## config.mk

```make
export PLATFORM = sky130hd
export DESIGN_NAME = ifetch_unit
export DESIGN_NICKNAME = d
export VERILOG_FILES = /design/src/rtl/ifetch_unit.sv
export SDC_FILE = /design/constraint.sdc
export NUM_CORES = 1
export LEC_CHECK = 0
export CORE_MARGIN = 2
export CORE_UTILIZATION = 50
export DETAILED_ROUTE_END_ITERATION = 16
export DONT_BUFFER_PORTS = 1
export PLACE_DENSITY = 0.77
export RECOVER_POWER = 50
export SETUP_SLACK_MARGIN = 0.3
export SYNTH_ARGS = -nofsm -noshare
export SYNTH_HDL_FRONTEND = slang
export SYNTH_SLANG_ARGS = --single-unit
```

## constraint.sdc

```tcl
create_clock -name clk -period 2.54 [get_ports clk]
set_clock_uncertainty 0.1 [all_clocks]
set_input_delay 0.508 -clock clk [delete_from_list [all_inputs] [get_ports clk]]
set_output_delay 0.508 -clock clk [all_outputs]
set_load 0.05 [all_outputs]
```

## src/rtl/ifetch_unit.sv

```systemverilog
// ifetch_unit: instruction fetch stage. Takes a PC from branch control, fetches
// one instruction word over a req/ack memory port and holds it in the IR until
// decode accepts it. A single pending-PC slot absorbs redirects that arrive while
// a fetch is in flight or while the IR is waiting for decode.
// Optional feature macro: IFETCH_TIMEOUT_EN (fetch timeout with sticky fetch_err).
module ifetch_unit #(
  parameter int AW          = 8,
  parameter int IW          = 16,
  parameter int TIMEOUT_CYC = 15
) (
  input  logic          clk,
  input  logic          rst,
  input  logic [AW-1:0] pc,
  input  logic          pc_load,
  input  logic          flush,
  input  logic          ir_ready,
  output logic          imem_req,
  output logic [AW-1:0] imem_addr,
  input  logic [IW-1:0] imem_rdata,
  input  logic          imem_ack,
  output logic [IW-1:0] ir,
  output logic          ir_valid,
  output logic          fetch_err
);

  typedef enum logic [1:0] {S_IDLE, S_WAIT, S_HOLD} state_t;

  state_t        r_state, w_state_n;
  logic [AW-1:0] r_addr, w_addr_n;
  logic [AW-1:0] r_pend, w_pend_n;
  logic          r_pend_v, w_pend_v_n;
  logic          r_stale, w_stale_n;   // in-flight fetch must be discarded on ack
  logic          r_gap, w_gap_n;       // one-cycle req bubble on a stale-ack reissue
  logic [IW-1:0] r_ir, w_ir_n;
  logic          r_irv, w_irv_n;

  logic          w_req;
  logic          w_ack;
  logic          w_timeout;
  logic          w_slot_v;
  logic [AW-1:0] w_slot;

  // Timeout threshold must fit the 8-bit wait counter.
  if (TIMEOUT_CYC < 1 || TIMEOUT_CYC > 255) begin : g_bad_timeout
    $error("ifetch_unit: TIMEOUT_CYC out of range 1..255");
  end

  assign w_req = (r_state == S_WAIT) && !r_gap;
  // An ack only counts while a request is actually on the bus.
  assign w_ack = w_req && imem_ack;

  // Pending slot after this cycle's flush/pc_load: flush empties it first,
  // then a same-cycle pc_load refills it (last PC wins).
  assign w_slot_v = (r_pend_v && !flush) || pc_load;
  assign w_slot   = pc_load ? pc : r_pend;

`ifdef IFETCH_TIMEOUT_EN
  logic [7:0] r_to_cnt;
  logic       r_err;

  assign w_timeout = w_req && !imem_ack && (r_to_cnt == 8'(TIMEOUT_CYC - 1));

  // Count consecutive request cycles without ack; sticky error on expiry.
  always_ff @(posedge clk or posedge rst) begin
    if (rst) begin
      r_to_cnt <= '0;
      r_err    <= 1'b0;
    end else begin
      if (w_timeout) r_err <= 1'b1;
      if (!w_req || imem_ack) r_to_cnt <= '0;
      else                    r_to_cnt <= r_to_cnt + 8'd1;
    end
  end

  assign fetch_err = r_err;
`else
  assign w_timeout = 1'b0;
  assign fetch_err = 1'b0;
`endif

  // Next-state and datapath next values.
  always_comb begin
    w_state_n  = r_state;
    w_addr_n   = r_addr;
    w_pend_n   = r_pend;
    w_pend_v_n = r_pend_v;
    w_stale_n  = r_stale;
    w_gap_n    = 1'b0;
    w_ir_n     = r_ir;
    w_irv_n    = r_irv;
    unique case (r_state)
      S_IDLE: begin
        // Pending slot is consumed immediately; a live pc_load is newer.
        w_pend_v_n = 1'b0;
        if (w_slot_v) begin
          w_addr_n  = w_slot;
          w_state_n = S_WAIT;
        end
      end
      S_WAIT: begin
        w_pend_n   = w_slot;
        w_pend_v_n = w_slot_v;
        if (w_timeout) begin
          w_pend_v_n = 1'b0;
          w_stale_n  = 1'b0;
          w_state_n  = S_IDLE;
        end else if (w_ack) begin
          if (r_stale || flush) begin
            w_stale_n  = 1'b0;
            w_pend_v_n = 1'b0;
            if (w_slot_v) begin
              w_addr_n = w_slot;
              w_gap_n  = 1'b1;
            end else begin
              w_state_n = S_IDLE;
            end
          end else begin
            w_ir_n    = imem_rdata;
            w_irv_n   = 1'b1;
            w_state_n = S_HOLD;
          end
        end else begin
          w_stale_n = r_stale || flush || pc_load;
        end
      end
      S_HOLD: begin
        if (flush) begin
          w_irv_n    = 1'b0;
          w_pend_n   = w_slot;
          w_pend_v_n = pc_load;
          w_state_n  = S_IDLE;
        end else if (ir_ready) begin
          w_irv_n = 1'b0;
          if (r_pend_v) begin
            // Pending PC goes first; a same-cycle pc_load supersedes it,
            // so that fetch is marked stale and the new PC is queued.
            w_addr_n   = r_pend;
            w_pend_n   = pc;
            w_pend_v_n = pc_load;
            w_stale_n  = pc_load;
            w_state_n  = S_WAIT;
          end else if (pc_load) begin
            w_addr_n  = pc;
            w_state_n = S_WAIT;
          end else begin
            w_state_n = S_IDLE;
          end
        end else if (pc_load) begin
          w_pend_n   = pc;
          w_pend_v_n = 1'b1;
        end
      end
      default: w_state_n = S_IDLE;
    endcase
  end

  // State register.
  always_ff @(posedge clk or posedge rst) begin
    if (rst) r_state <= S_IDLE;
    else     r_state <= w_state_n;
  end

  // Datapath registers.
  always_ff @(posedge clk or posedge rst) begin
    if (rst) begin
      r_addr   <= '0;
      r_pend   <= '0;
      r_pend_v <= 1'b0;
      r_stale  <= 1'b0;
      r_gap    <= 1'b0;
      r_ir     <= '0;
      r_irv    <= 1'b0;
    end else begin
      r_addr   <= w_addr_n;
      r_pend   <= w_pend_n;
      r_pend_v <= w_pend_v_n;
      r_stale  <= w_stale_n;
      r_gap    <= w_gap_n;
      r_ir     <= w_ir_n;
      r_irv    <= w_irv_n;
    end
  end

  assign imem_req  = w_req;
  assign imem_addr = r_addr;
  assign ir        = r_ir;
  assign ir_valid  = r_irv;

endmodule
```

; ---- Word-level counts from Yosys, hierarchy flattened
; Cells that the tools add are included.
[totals]
regBits = 38
in_bits = 30
output_inout_bits = 27
elab_cells = 86
[op_classes]
eq_ne = 15
muxes = 44
n_bitwise = 1
n_reduce_logical = 18
[ops]
columns = operator, count
row1 = $mux 8, 11
row2 = $pmux 8 s3, 1
row3 = $mux 1, 21
row4 = $pmux 8 s2, 1
row5 = $mux 2, 6
row6 = $ne 2x2->1 const B, 6
row7 = $ne 3x3->1 const B, 3
row8 = $ne 4x4->1 const B, 2
row9 = $reduce_and 4->1, 2
row10 = $pmux 2 s3, 1
row11 = $reduce_and 6->1, 1
row12 = $reduce_and 5->1, 1
row13 = $pmux 1 s2, 2
row14 = $reduce_and 2->1, 2
row15 = $logic_and 1x1->1, 3
row16 = $logic_or 1x1->1, 3
row17 = $ne 3x2->1 const B, 1
row18 = $pmux 1 s3, 1
row19 = $reduce_and 3->1, 1
row20 = $reduce_bool 3->1, 1
row21 = $eq 2x1->1 const B, 1
row22 = $eq 2x2->1 const B, 1
row23 = $logic_not 1->1, 2
row24 = $logic_not 2->1, 1
row25 = other kinds (3), 3

; ---- Logic depth before layout (Yosys ltp)
[logic_depth]
ltp_word = 7
mapped_depth = 8
mapped_depth_nobuf = 6

; ---- Least setup slack after synthesis
; OpenSTA, ideal clock, no wires.
[synth_path]
path_type = reg-to-output
start = register r_state[1]
end = output imem_req
arrival_time_ns = 1.489
t_required_ns = 1.932
setup_slack_ns = 0.443
stages_incl_launch_ff = 5
n_path_buf = 1
cell_sequence = dfrtp_1 > inv_1 > ha_1 > buf_2 > nor2b_1
[synth_between]
elab_chain_len = 2
[synth_rtl]
columns = item, line
row1 = from (decl), 28  ; state_t r_state, w_state_n;
row2 = from (signal assigned), 160  ; else r_state <= w_state_n;
row3 = $eq 2x1->1, 48  ; assign w_req = (r_state == S_WAIT) && !r_gap;
row4 = $logic_and 1x1->1, 48
row5 = to (decl), 17  ; output logic imem_req,
; No other way between the ends.

; ---- Worst setup path after layout
; Same ends and word-level chain as after synthesis.

==> impl_results.md <==
* Final setup TNS at 0 ps
* Mean area per synthesized cell at 13.5 um2
* Largest net degree at the start of global routing at 39
* Yosys Warn Count at 0
* DP Wirelength at 2.42 mm
* Post-synth top flop: dfrtp_1
* Root buffer cell: clkbuf_8
* Setup Crit Path Kind: register to primary output
* RSZ-0062 raised after global routing: false
* # diodes at 0
* Post-DR wirelength/cell at 16.7 um
* Count of final max-slew check failures at 0
* Number of enable flip-flop cells after synthesis at 0
* Worst-margin pin slew at 917 ps
* FF-to-FF Start: r_state[0]
* PortBufs at 0
* Number of synthesized register bits at 38
* Initial antenna violation count at 0
* Vias/cell at 5.56
* DRC at 0
* Post-layout minimum cycle time at 2130 ps
* RD Place Congestion at 0.863
* Layout cells sized above 1 at between 30% and 40%
* Max-cap check violation count at 0
* Worst EP required at 1930 ps
* Rel. slew slack at slightly below 40%
* Crit path max fanout at 10
* Crit share post-route at 84.0%
* Clk_lat worst skew at 280 ps
* CTS Buf Count at 5
* # setup viols final at 0
* FP Rows at 22
* Syn Inst Count at 141
* Status: finished clean
* Antenna Violating Nets Remaining at 0
* Fillers at 293
* CP startpoint kind: register
* Area of the mapped netlist at between 1500 and 2000 um2
* Die W at 65.7 um
* I/O pins at 57
* Hold-fix buffers, CTS at 0
* Largest cells by area after synthesis: dfrtp_1 50%, mux2_1 12%, mux2_2 8.3%
* Sequential share of the synthesized area at between 40% and 50%
* Die Ht at 65.7 um
* CTS max path bufs at 2
* Max Clk Rate at 469 MHz
* Pre-antenna DRT Iters at 4
* Area leader, netlist: dfrtp_1
* Total routed wirelength at 3.26 mm
* Synth-to-Final Area Change at 8.55%
* Die ar. at 4320 um2
* Layout Nets at 180
* Iter 0 DRT Violations at 51
* Worst Hold Class: primary input to register
* Final Hold Fails at 0
* Critical path origin: r_state[1]
* Vias after detailed routing at 1084
* Total congestion overflow at 0
* CTS H-tree lvls at 2
* CP Capture Type: primary output
* Worst-path clk slew at 80 ps
* Vias in the first global route at 1145
* Fraction of registers with async set/reset at 100%
* HP Start: imem_rdata[7]
* Number of library cell types mapped by synthesis at 39
* Initial core utilization at 52.0%
* First-pass GRT wire length at 5.24 mm
* Syn nets at around 180
* Tot GR Track Use at 16.2%
* CORE AREA at 3660 um2
* Worst EP arrival at approximately 1500 ps
* Top cell type's share of synthesized area at 50.0%
* Clock sinks at 38
* CTS tree: yes
==> cell type report <==
cell class	instances	area [um2]	area share, %
Sequential cell	38	951	46.0
Multi-Input combinational cell	91	878	42.5
Clock buffer	5	68.8	3.33
Tap cell	48	60.1	2.91
Clock inverter	3	45.0	2.18
Timing Repair Buffer	4	40.0	1.94
Inverter	6	22.5	1.09
==> cell usage in the layout (no fill, tap or decap), types with 3 or more instances in the layout <==
| cell type | n |
|---|---|
| ha_1 | 3 |
| clkbuf_8 | 5 |
| mux2_4 | 8 |
| nand2_1 | 4 |
| o21ai_0 | 4 |
| dfrtp_1 | 38 |
| nand3b_1 | 3 |
| nor2b_1 | 3 |
| mux2_2 | 14 |
| inv_1 | 4 |
| a21oi_1 | 5 |
| mux2_1 | 20 |
==> final timing paths <==
| check | endpoint | cells past startpoint | slack (ps) |
|---|---|---|---|
| worst max-delay path | imem_req | 4 | 410 |
| worst min-delay path | ir[7] | 1 | 250 |
| worst max register to register | imem_addr[5] | 6 | 430 |
| worst min register to register | r_pend[6] | 1 | 410 |
| max in group asynchronous | r_pend[4] | 2 | 1480 |
| min in group asynchronous | ir[4] | 2 | 290 |
==> synthesized netlist by cell type (2+ instances only) <==
library cell,n
buf_6,3
mux2i_1,2
nor2_1,2
nor2b_1,3
inv_1,4
ha_1,4
nand3b_1,3
mux2_1,20
mux2_4,8
o21ai_0,4
nand2_1,4
inv_2,2
dfrtp_1,38
mux2_2,14
a21oi_1,5
buf_4,2
==> flip-flops by register name, indices dropped and copies added, names as in the netlist <==
signal,count
imem_addr,8
ir,16
r_stale,1
r_pend_v,1
r_state,2
r_pend,8
r_gap,1
ir_valid,1
==> per-layer routing <==
metal	part of all wire, %	vias to the layer above	global-route usage, %	routed length [um]
li1	-	504	-	-
met1	42	543	19.1	1360
met2	51	33	27.1	1660
met3	6.5	4	5.99	213
met4	0.83	0	5.21	27
met5	0	-	0	0
==> kinds of logic after synthesis <==
family                   count (synthesis)  share of synthesized area [%]
multiplexers                            45                           28.7
flip-flops                              38                           50.0
AND/OR/NAND/NOR                         21                           7.23
AO/OA/AOI/OAI                           20                           7.30
buffers and inverters                   12                           4.01
adder cells (fa/ha/maj)                  4                           2.63
other                                    1                          0.197
==> what timing repair did <==
| action | CTS | global route |
|---|---|---|
| endpoints found under the setup margin | 7 | 2 |
| endpoints found under the hold margin | 0 | 0 |
| buffers inserted | 0 | 1 |
| gates resized for setup | 1 | 0 |
==> stage by stage <==
stage          hold slack [ps]  util (%)  area (um2)  setup WS (ps)  instances
2_1_floorplan              375         -        1900            443        141
5_1_grt                    236      56.4        2070            304        195
3_5_place_dp               389      52.8        1930            280        186
3_3_place_gp               385      52.8        1930            385        186
4_1_cts                    120      55.9        2050            372        194
6_report                   253      56.4        2070            407        195
==> worst max-delay path, stage by stage, from the launching register on <==
cell and delay, ps:
dfrtp_1 420, inv_1 90, ha_1 340, nor2b_1 190, buf_4 210
Power is not shown: default switching activity piles up to over one toggle a cycle in this logic, so the estimate is an artifact.
